`src/rtl/vend_sequencer.sv`:
```
// Vending transaction controller: coin credit, price arbitration, dispense handshake, change return.
// Optional idle auto-refund is enabled by defining VEND_TIMEOUT_EN.
module vend_sequencer #(
    parameter int CREDIT_W    = 3,
    parameter int CREDIT_MAX  = 7,
    parameter int PRICE_LO    = 2,
    parameter int PRICE_HI    = 4,
    parameter int TIMEOUT_CYC = 255
) (
    input  logic                clk,
    input  logic                reset,
    input  logic                coin,
    input  logic                cancel,
    input  logic                sel_valid,
    input  logic [2:0]          sel_code,
    output logic                sel_ack,
    output logic                sel_nak,
    output logic                disp_req,
    output logic [2:0]          disp_code,
    input  logic                disp_done,
    output logic                change_pulse,
    output logic                coin_reject,
    output logic [CREDIT_W-1:0] credit,
    output logic                busy
);

    typedef enum logic [1:0] {
        ST_IDLE,
        ST_CREDIT,
        ST_DISPENSE,
        ST_CHANGE
    } state_t;

    localparam logic [CREDIT_W-1:0] C_MAX = CREDIT_W'(CREDIT_MAX);
    localparam logic [CREDIT_W-1:0] P_LO  = CREDIT_W'(PRICE_LO);
    localparam logic [CREDIT_W-1:0] P_HI  = CREDIT_W'(PRICE_HI);

    state_t                state, state_nxt;
    logic [CREDIT_W-1:0]   credit_nxt, price;
    logic [2:0]            code_nxt;
    logic                  ack_nxt, nak_nxt, req_nxt, pulse_nxt, rej_nxt, busy_nxt;

`ifdef VEND_TIMEOUT_EN
    localparam int TO_W = ($clog2(TIMEOUT_CYC + 1) > 8) ? $clog2(TIMEOUT_CYC + 1) : 8;
    localparam logic [TO_W-1:0] TO_LAST = TO_W'(TIMEOUT_CYC - 1);
    logic [TO_W-1:0] idle_cnt;
`endif

    always_ff @(posedge clk or posedge reset) begin
        if (reset) begin
            state        <= ST_IDLE;
            credit       <= '0;
            sel_ack      <= 1'b0;
            sel_nak      <= 1'b0;
            disp_req     <= 1'b0;
            disp_code    <= 3'd0;
            change_pulse <= 1'b0;
            coin_reject  <= 1'b0;
            busy         <= 1'b0;
        end else begin
            state        <= state_nxt;
            credit       <= credit_nxt;
            sel_ack      <= ack_nxt;
            sel_nak      <= nak_nxt;
            disp_req     <= req_nxt;
            disp_code    <= code_nxt;
            change_pulse <= pulse_nxt;
            coin_reject  <= rej_nxt;
            busy         <= busy_nxt;
        end
    end

    // Coin beats cancel beats selection; a pending selection is re-evaluated next cycle.
    always_comb begin
        state_nxt  = state;
        credit_nxt = credit;
        code_nxt   = disp_code;
        req_nxt    = disp_req;
        ack_nxt    = 1'b0;
        nak_nxt    = 1'b0;
        pulse_nxt  = 1'b0;
        rej_nxt    = 1'b0;
        price      = sel_code[2] ? P_HI : P_LO;

        case (state)
            ST_IDLE, ST_CREDIT: begin
                if (coin) begin
                    if (credit < C_MAX) begin
                        credit_nxt = credit + 1'b1;
                        state_nxt  = ST_CREDIT;
                    end else begin
                        rej_nxt = 1'b1;
                    end
                end else if (cancel && state == ST_CREDIT) begin
                    state_nxt = ST_CHANGE;
                    nak_nxt   = sel_valid;
                end else if (sel_valid) begin
                    if (credit >= price) begin
                        ack_nxt    = 1'b1;
                        credit_nxt = credit - price;
                        code_nxt   = sel_code;
                        req_nxt    = 1'b1;
                        state_nxt  = ST_DISPENSE;
                    end else begin
                        nak_nxt = 1'b1;
                    end
                end
`ifdef VEND_TIMEOUT_EN
                else if (state == ST_CREDIT && idle_cnt == TO_LAST) begin
                    state_nxt = ST_CHANGE;
                end
`endif
            end
            ST_DISPENSE: begin
                rej_nxt = coin;
                nak_nxt = sel_valid;
                if (disp_done) begin
                    req_nxt   = 1'b0;
                    state_nxt = (credit != '0) ? ST_CHANGE : ST_IDLE;
                end
            end
            ST_CHANGE: begin
                rej_nxt = coin;
                nak_nxt = sel_valid;
                // Alternate high/low so each returned unit is a separate one-cycle pulse.
                if (change_pulse) begin
                    if (credit == '0) state_nxt = ST_IDLE;
                end else if (credit != '0) begin
                    pulse_nxt  = 1'b1;
                    credit_nxt = credit - 1'b1;
                end else begin
                    state_nxt = ST_IDLE;
                end
            end
            default: state_nxt = ST_IDLE;
        endcase

        busy_nxt = (state_nxt == ST_DISPENSE) || (state_nxt == ST_CHANGE);
    end

`ifdef VEND_TIMEOUT_EN
    // Counts quiet cycles in CREDIT; any panel activity restarts it, busy states freeze it.
    always_ff @(posedge clk or posedge reset) begin
        if (reset) begin
            idle_cnt <= '0;
        end else if (state == ST_IDLE || state == ST_CREDIT) begin
            if (coin || cancel || sel_valid || state_nxt != ST_CREDIT)
                idle_cnt <= '0;
            else
                idle_cnt <= idle_cnt + 1'b1;
        end
    end
`endif

endmodule

```
`config.mk`:
```
export PLATFORM = sky130hd
export DESIGN_NAME = vend_sequencer
export DESIGN_NICKNAME = d
export VERILOG_FILES = /design/src/rtl/vend_sequencer.sv
export SDC_FILE = /design/constraint.sdc
export NUM_CORES = 1
export LEC_CHECK = 0
export CORE_ASPECT_RATIO = 0.6
export CORE_MARGIN = 4
export CORE_UTILIZATION = 25
export CTS_CLUSTER_DIAMETER = 60
export DETAILED_ROUTE_END_ITERATION = 7
export MAX_ROUTING_LAYER = met4
export PLACE_DENSITY = 0.47
export SETUP_SLACK_MARGIN = 0.05
export SLEW_MARGIN = 20
export SYNTH_ARGS = -nofsm -noshare
export SYNTH_HDL_FRONTEND = slang
export SYNTH_SLANG_ARGS = --single-unit
```
`constraint.sdc`:
```
create_clock -name clk -period 6.6 [get_ports clk]
set_clock_uncertainty 0.2 [all_clocks]
set_input_delay 1.32 -clock clk [delete_from_list [all_inputs] [get_ports clk]]
set_output_delay 1.32 -clock clk [all_outputs]
set_load 0.005 [all_outputs]
```
==> impl_metrics.csv, run 1 <==
group,metric,value,unit
routing,drc,0,
global_routing,grt_pass1_wl,3063,um
yosys,yosysTopAreaCellShare,39.04,%
yosys,yosysWarnings,0,
finish,nets,110,
finish,diodes,0,
worst_setup_path,worstSetupPathType,"input port to flip-flop",
pwr,vdd_drop_max,0.0001231,V
clock_network,path_clk_slew,0.06,ns
sta,rsz0062_at_grt,"false",
yosys,synth_most_common_cell,"dfrtp_1",
yosys,ys.flop_type,"dfrtp_1",
die,initial_core_util,27.58,%
outcome,outcome,"completed",
sta,setup_tns,0,ns
sta,tightest_slew,0.5502,ns
clock_network,cts_buffer_depth,2,
sta,hold_viol,0,
finish,drive_gt1_share,15.96,%
sta,setup_viol_count_final,0,
worst_setup_path,cpMostUsedCell,"inv_1",
clock_network,htree_levels,1,
worst_setup_path,endpoint,"credit[2]",
global_routing,grt_usage,10.13,%
routing,drt-total-wl,1822,um
die,row_count,15,
yosys,synth-edff-count,0,
clock_network,cts_tree,"done",
yosys,yosysUniqueCellTypes,39,
run,drv_cap,0,
clock_network,cts.sinks,13,
die,pin_count,21,
global_routing,grt_max_degree,15,
pwr,p_total,506.5,uW
pwr,power_density,455.9,mW/mm^2
placement,routabilityCongestion,0.8051,
sta,max_freq,0.2976,GHz
die,die-area,0.004351,sq mm
placement,hpwl,1397,um
yosys,syn_nets,88,
clock_network,clock_latency,0.24,ns
sta,slew_headroom,63.28,%
worst_setup_path,startpoint_type,"input port",
yosys,syn_area,833.3,sq um
die,die_w,82.54,um
yosys,synthTopCellsByArea,"dfrtp_1 39%, ha_1 7.5%, mux2_4 5.4%, nor2b_1 3.0%, inv_1 2.7%",
yosys,syn_avg_cell_area,11.42,sq um
worst_setup_path,cp.arrival,3.29,ns
die,core-area,0.003022,sq mm
worst_setup_path,slowest_stage,"clkdlybuf4s50_1",
die,die_h,52.72,um
routing,drtPass1Iterations,4,
yosys,ys_ff_latch,13,
worst_setup_path,slowest_delay,0.42,ns
routing,detail_route.wl_per_cell,13.40,um
yosys,async_reset_ff_share,100.0,%
routing,drtIter0Drc,13,
finish,area_growth,33.33,%
clock_network,cts_root_buf,"clkbuf_8",
global_routing,grt_pass1_vias,595,
clock_network,holdBufCountCts,0,
yosys,synth_common_cells,"13 x dfrtp_1, 6 x inv_1, 5 x ha_1",
placement,port_buffers,20,
routing,routed_via_density,4.581,
sta,period_minus_slack,3.360,ns
worst_setup_path,r2r-start,"credit[1]",
worst_setup_path,ff2ff_path_depth,7,
worst_setup_path,cp-startpoint,"sel_code[2]",
worst_setup_path,cp.required,6.53,ns
worst_setup_path,rr_endpoint,"credit[2]",
worst_setup_path,cp_max_fo,3,
pwr,p_leak,0.0004840,uW
yosys,yosysSeqAreaShare,39.04,%
finish,fillers,314,
clock_network,post_cts_buffers,0,
routing,vias,623,
worst_setup_path,r2r_setup_slack,4.29,ns
sta,post-route-period-util,50.91,%
min_path,hp-class,"flip-flop to flip-flop",
global_routing,grt-ovfl-total,0,
worst_setup_path,path_cells,"clkdlybuf4s50_1 > inv_1 > ha_1 > inv_1 > fa_1 > or2_1 > o221ai_2 > mux2_1",
global_routing,antenna_found_initial,0,
clock_network,ctsResizeCount,0,
worst_setup_path,worstSetupEndpointType,"flip-flop",
yosys,synthCells,73,
sta,slew_viol_final,0,
routing,antenna_left,0,
yosys,netlist.top_cell.by_area,"dfrtp_1",
clock_network,numCtsBuffers,3,
worst min-delay path by stage:
| stage | from | end | slack, ns | cells past startpoint |
|---|---|---|---|---|
| 2_1_floorplan | change_pulse | change_pulse | 0.30 | 1 |
| 3_3_place_gp | disp_code[1] | disp_code[1] | 0.29 | 1 |
| 3_5_place_dp | disp_code[1] | disp_code[1] | 0.30 | 1 |
| 4_1_cts | disp_code[1] | disp_code[1] | 0.31 | 1 |
| 5_1_grt | disp_code[2] | disp_code[2] | 0.32 | 1 |
| 6_report | disp_code[0] | disp_code[0] | 0.31 | 1 |
per-layer routing:
metal / track usage (%) / wire (um) / vias up
met2: 12.23 / 673 / 20
met3: 4.811 / 143 / 2
li1: - / - / 308
met5: - / 0 / -
met4: 2.446 / 10 / 0
met1: 14.59 / 994 / 293
flip-flops by register name, summed over array words and instances, names as in the netlist:
register	flops
coin_reject	1
sel_nak	1
sel_ack	1
change_pulse	1
busy	1
credit	3
disp_code	3
state	1
disp_req	1
cells by family (layout without fill, tap and decap cells):
kind of cell | count (synthesis) | count (layout) | share of synthesized area, %
buffers and inverters | 9 | 30 | 5.104
AO/OA/AOI/OAI | 21 | 21 | 19.82
XOR/XNOR | 1 | 1 | 1.051
multiplexers | 6 | 6 | 9.159
AND/OR/NAND/NOR | 17 | 17 | 15.92
flip-flops | 13 | 13 | 39.04
adder cells (fa/ha/maj) | 6 | 6 | 9.910
per-stage QoR:
stage	hold slack (ns)	instances	util [%]	setup slack [ns]	instance area (sq um)
6_report	0.3084	136	36.77	3.240	1111
5_1_grt	0.3226	136	36.77	3.162	1111
4_1_cts	0.3123	136	36.77	3.236	1111
3_5_place_dp	0.2962	132	35.28	2.982	1066
3_3_place_gp	0.2943	132	35.28	3.014	1066
2_1_floorplan	0.2967	73	-	3.512	833.3
report_power, final:
group / switching (uW) / internal [uW] / leakage [uW] / total (uW)
clock network: 29.3 / 42.7 / 0.0000228 / 72.0
logic: 110 / 158 / 0.000303 / 268
registers: 51.8 / 115 / 0.000158 / 167
total: 191 / 316 / 0.000484 / 507
cells in the final DEF, fill, tap and decap left out, types with 2 or more instances in the layout:
cell type | Yosys | layout
clkdlybuf4s50_1 | 0 | 20
nor2b_1 | 4 | 4
inv_1 | 6 | 6
clkbuf_8 | 0 | 3
a21oi_1 | 4 | 4
nor2_1 | 2 | 2
mux2_4 | 3 | 3
nand2_1 | 2 | 2
o21ai_0 | 2 | 2
dfrtp_1 | 13 | 13
mux2i_1 | 2 | 2
a21o_1 | 2 | 2
ha_1 | 5 | 5
worst max-delay path: cells and delay by family:
| kind | cells | cell delay (ns) |
|---|---|---|
| compound gates | 1 | 0.19 |
| fa+ha+maj | 2 | 0.57 |
| buf+inv | 3 | 0.59 |
| mux | 1 | 0.34 |
| simple gates | 1 | 0.28 |
layout make-up:
class	instances	area [sq um]	share of cell area, %
clock buffers	4	45.04	4.054
inverters	6	22.52	2.027
multi-input cells	51	465.4	41.89
flip-flops and latches	13	325.3	29.28
well taps	42	52.55	4.730
repair buffers	20	200.2	18.02
Power figures use the tool's default switching activity.
==> run 2, diff against run 1 <==
--- a/config.mk
+++ b/config.mk
@@ -11,7 +11,7 @@
 export CTS_CLUSTER_DIAMETER = 60
 export DETAILED_ROUTE_END_ITERATION = 7
 export MAX_ROUTING_LAYER = met4
-export PLACE_DENSITY = 0.47
+export PLACE_DENSITY = 0.49
 export SETUP_SLACK_MARGIN = 0.05
 export SLEW_MARGIN = 20
 export SYNTH_ARGS = -nofsm -noshare
==> constraint.sdc (replaced) <==
create_clock -name clk -period 2.75 [get_ports clk]
set_clock_uncertainty 0.2 [all_clocks]
set_input_delay 0.55 -clock clk [delete_from_list [all_inputs] [get_ports clk]]
set_output_delay 0.55 -clock clk [all_outputs]
set_load 0.005 [all_outputs]
==> impl_metrics.csv, run 2 (synthesis gave the netlist of run 1 again) <==
group,metric,value,unit
outcome,outcome,"completed",
finish,reg_top3,"credit (3), disp_code (3)",
sta,max_freq,0.3851,GHz
run,drv_cap,0,
placement,port_buffers,20,
sta,hold_viol,0,
clock_network,numCtsBuffers,3,
clock_network,cts_tree,"done",
worst_setup_path,cp_max_fo,3,
die,row_count,15,
sta,setup_viol_count_final,0,
worst_setup_path,worstSetupEndpointType,"flip-flop",
finish,drive_gt1_share,19.39,%
finish,mostFrequentLayoutCell,"clkdlybuf4s50_1",
sta,slew_headroom,65.41,%
die,core-area,0.003022,sq mm
placement,hpwl,1456,um
global_routing,grt_max_degree,15,
finish,final_cell_mix,"20 x clkdlybuf4s50_1, 13 x dfrtp_1, 6 x inv_1, 5 x ha_1",
placement,routabilityCongestion,0.8347,
routing,drc,0,
min_path,hold_end,"disp_req",
routing,vias,624,
die,die-area,0.004351,sq mm
worst_setup_path,r2r-start,"credit[1]",
worst_setup_path,cp.required,2.67,ns
min_path,hold_path.startpoint,"disp_req",
clock_network,post_cts_buffers,0,
die,die_w,82.54,um
clock_network,cts_buffer_depth,2,
routing,antenna_left,0,
sta,tightest_slew,0.5182,ns
global_routing,grt_pass1_vias,604,
clock_network,cts_root_buf,"clkbuf_8",
worst_setup_path,cp.arrival,2.52,ns
sta,rsz0062_at_grt,"false",
clock_network,ctsResizeCount,0,
routing,drtIter0Drc,47,
routing,drtPass1Iterations,4,
routing,detail_route.wl_per_cell,13.85,um
routing,routed_via_density,4.457,
clock_network,clock_latency,0.24,ns
sta,slew_viol_final,0,
min_path,hold_depth,1,
placement,post_dp_cell_area,0.001096,sq mm
clock_network,cts.sinks,13,
finish,design_area,0.001152,sq mm
sta,setup_tns,0,ns
sta,fin_ws,0.1535,ns
die,initial_core_util,27.58,%
finish,area_growth,38.29,%
worst_setup_path,worstSetupPathType,"input port to flip-flop",
worst_setup_path,ff2ff_path_depth,7,
die,die_h,52.72,um
worst_setup_path,startpoint_type,"input port",
global_routing,grt_pass1_wl,3125,um
global_routing,grt_usage,10.07,%
clock_network,path_clk_slew,0.06,ns
die,pin_count,21,
finish,nets,114,
global_routing,grt-ovfl-total,0,
routing,drt-total-wl,1939,um
worst_setup_path,rr_endpoint,"credit[2]",
clock_network,holdBufCountCts,0,
sta,post-route-period-util,94.42,%
pwr,p_leak,0.0005045,uW
clock_network,htree_levels,1,
worst_setup_path,r2r_setup_slack,0.47,ns
global_routing,antenna_found_initial,0,
pwr,power_density,1095,mW/mm^2
min_path,hp-class,"flip-flop to flip-flop",
pwr,vdd_drop_max,0.0004326,V
finish,diodes,0,
sta,period_minus_slack,2.597,ns
placement,dp_slack,-0.1086,ns
-- run 2: cell types whose count changed in the layout (fill, tap and decap cells not counted) --
cell / change
buf_4: +4
o221ai_4: +1
o221ai_2: -1
-- run 2: worst max-delay path by stage --
stage	from	endpoint
6_report	sel_code[2]	credit[2]
5_1_grt	sel_code[2]	credit[2]
3_5_place_dp	sel_code[2]	credit[2]
3_3_place_gp	sel_code[2]	credit[2]
4_1_cts	sel_code[2]	credit[2]
2_1_floorplan	sel_code[2]	credit[2]
-- run 2: area by class of cell --
type / count / area, sq um
clock buffer: 4 / 45.04
fill: 303 / 1869
inverter: 6 / 22.52
multi-input combinational: 51 / 476.7
sequential: 13 / 325.3
tap: 42 / 52.55
timing repair buffer: 24 / 230.2
-- run 2: metal layers --
metal  up-vias  wire [um]  GRT usage, %
met4         0          0        0.8152
met5         -          0             -
met1       283       1059         15.57
li1        318          -             -
met2        23        733         12.10
met3         0        146         4.124
-- run 2: metrics by stage --
| stage | instances | power [uW] | hold WS, ns | util, % |
|---|---|---|---|---|
| after detailed placement | 136 | 1073 | 0.2991 | 36.27 |
| after CTS | 140 | 1257 | 0.3122 | 37.76 |
| after global routing | 140 | 1376 | 0.3213 | 38.14 |
| after global placement | 136 | 1077 | 0.2917 | 36.27 |
| final | 140 | 1262 | 0.3081 | 38.14 |
| after floorplan | 73 | 813.7 | 0.2270 | - |
-- run 2: power by group --
| part | switching [uW] | total (uW) | internal (uW) |
|---|---|---|---|
| sequential | 123 | 399 | 276 |
| combinational | 286 | 693 | 407 |
| clock | 67.1 | 169 | 102 |
-- run 2: worst max-delay path, cell delays in order --
cell and delay (ns):
clkdlybuf4s50_1 0.49, inv_1 0.08, buf_4 0.14, fa_1 0.43, or2_1 0.29, o221ai_4 0.19, mux2_1 0.35
==> run 3, diff against run 2 <==
--- a/config.mk
+++ b/config.mk
@@ -5,6 +5,7 @@
 export SDC_FILE = /design/constraint.sdc
 export NUM_CORES = 1
 export LEC_CHECK = 0
+export CAP_MARGIN = 40
 export CORE_ASPECT_RATIO = 0.6
 export CORE_MARGIN = 4
 export CORE_UTILIZATION = 25
@@ -12,6 +13,7 @@
 export DETAILED_ROUTE_END_ITERATION = 7
 export MAX_ROUTING_LAYER = met4
 export PLACE_DENSITY = 0.49
+export RECOVER_POWER = 100
 export SETUP_SLACK_MARGIN = 0.05
 export SLEW_MARGIN = 20
 export SYNTH_ARGS = -nofsm -noshare
==> impl_metrics.csv, run 3 (synthesis gave the netlist of run 1 again) <==
group,metric,value,unit
sta,hold_viol,0,
global_routing,antenna_found_initial,0,
min_path,hold_path.startpoint,"disp_code[2]",
worst_setup_path,cp_max_fo,3,
global_routing,grt_pass1_wl,3125,um
placement,routabilityCongestion,0.8347,
clock_network,numCtsBuffers,3,
pwr,p_leak,0.0005048,uW
sta,rsz0062_at_grt,"false",
worst_setup_path,endpoint,"credit[2]",
sta,slew_viol_final,0,
die,core-area,0.003022,sq mm
routing,drtPass1Iterations,4,
clock_network,cts_tree,"done",
routing,drtIter0Drc,47,
sta,hold_ws,0.2838,ns
pwr,vdd_drop_max,0.0003850,V
clock_network,cts.sinks,13,
sta,max_freq,0.3823,GHz
worst_setup_path,r2r-start,"credit[0]",
die,row_count,15,
routing,drc,0,
finish,fin_util,37.18,%
min_path,hp-class,"flip-flop to flip-flop",
finish,mostFrequentLayoutCell,"dlygate4sd3_1",
routing,detail_route.wl_per_cell,13.81,um
worst_setup_path,ff2ff_path_depth,6,
clock_network,htree_levels,1,
worst_setup_path,cp-startpoint,"sel_code[2]",
finish,drive_gt1_share,14.29,%
pwr,power_density,1048,mW/mm^2
placement,port_buffers,20,
worst_setup_path,worstSetupEndpointType,"flip-flop",
clock_network,holdBufCountCts,0,
worst_setup_path,cp.required,2.67,ns
finish,area_growth,34.84,%
finish,fillers,303,
sta,period_minus_slack,2.616,ns
finish,nets,114,
global_routing,grt_pass1_vias,604,
clock_network,cts_buffer_depth,2,
die,pin_count,21,
worst_setup_path,r2r_setup_slack,0.25,ns
placement,hpwl,1456,um
global_routing,grt_usage,10.07,%
routing,drt-total-wl,1934,um
worst_setup_path,worstSetupPathType,"input port to flip-flop",
global_routing,grt-ovfl-total,0,
sta,slew_headroom,43.27,%
die,die_w,82.54,um
sta,tightest_slew,0.8445,ns
routing,routed_via_density,4.500,
worst_setup_path,cp.arrival,2.54,ns
sta,fin_ws,0.1344,ns
outcome,outcome,"completed",
clock_network,post_cts_buffers,0,
clock_network,clock_latency,0.24,ns
worst_setup_path,startpoint_type,"input port",
sta,setup_viol_count_final,0,
worst_setup_path,rr_endpoint,"credit[2]",
clock_network,path_clk_slew,0.05,ns
finish,final_cell_mix,"14 x dlygate4sd3_1, 13 x dfrtp_1, 6 x inv_1, 6 x clkdlybuf4s50_1, 5 x ha_1",
sta,post-route-period-util,95.11,%
finish,diodes,0,
routing,antenna_left,0,
die,die-area,0.004351,sq mm
clock_network,cts_root_buf,"clkbuf_8",
finish,reg_top3,"credit (3), disp_code (3)",
placement,dp_slack,-0.1086,ns
die,die_h,52.72,um
die,initial_core_util,27.58,%
run,drv_cap,0,
routing,vias,630,
clock_network,ctsResizeCount,0,
global_routing,grt_max_degree,15,
run 3: per-stage QoR:
stage               total power (uW)  cell area (sq um)  std cells  setup TNS, ns
floorplan                      813.7              833.3         73              0
global placement                1077               1096        136       -0.09695
detailed placement              1073               1096        136        -0.1664
CTS                             1257               1141        140              0
global route                    1289               1124        140              0
finish                          1178               1124        140              0
run 3: power breakdown:
group	switching [uW]	leakage (uW)	internal [uW]
Clock	67.1	0.0000228	102
Combinational	271	0.000324	346
Sequential	115	0.000158	276
Total	453	0.000505	724
run 3: how the worst min path moves through the flow:
| stage | end | slack (ns) | cells after the start |
|---|---|---|---|
| floorplan | busy | 0.23 | 1 |
| global placement | disp_code[1] | 0.29 | 1 |
| detailed placement | disp_req | 0.30 | 1 |
| CTS | disp_req | 0.31 | 1 |
| global route | disp_code[2] | 0.30 | 1 |
| finish | disp_code[2] | 0.28 | 1 |
run 3: worst max-delay path, stage by stage:
cell and delay, ns:
clkdlybuf4s50_1 0.49, inv_1 0.08, buf_4 0.14, fa_1 0.43, or2_0 0.30, o221ai_4 0.20
mux2_1 0.35
run 3: per-layer routing:
metal | track usage [%] | wire [um] | vias up | part of all wire [%]
li1 | - | - | 319 | -
met1 | 15.57 | 1074 | 287 | 56
met2 | 12.10 | 722 | 24 | 37
met3 | 4.124 | 138 | 0 | 7.1
met4 | 0.8152 | 0 | 0 | 0
met5 | - | 0 | - | 0
run 3: layout make-up:
class                           count  area, sq um  share of cell area, %
Tap cell                           42        52.55                  4.677
Timing Repair Buffer               24        230.2                  20.49
Inverter                            6        22.52                  2.004
Clock buffer                        4        45.04                  4.009
Sequential cell                    13        325.3                  28.95
Multi-Input combinational cell     51        447.9                  39.87
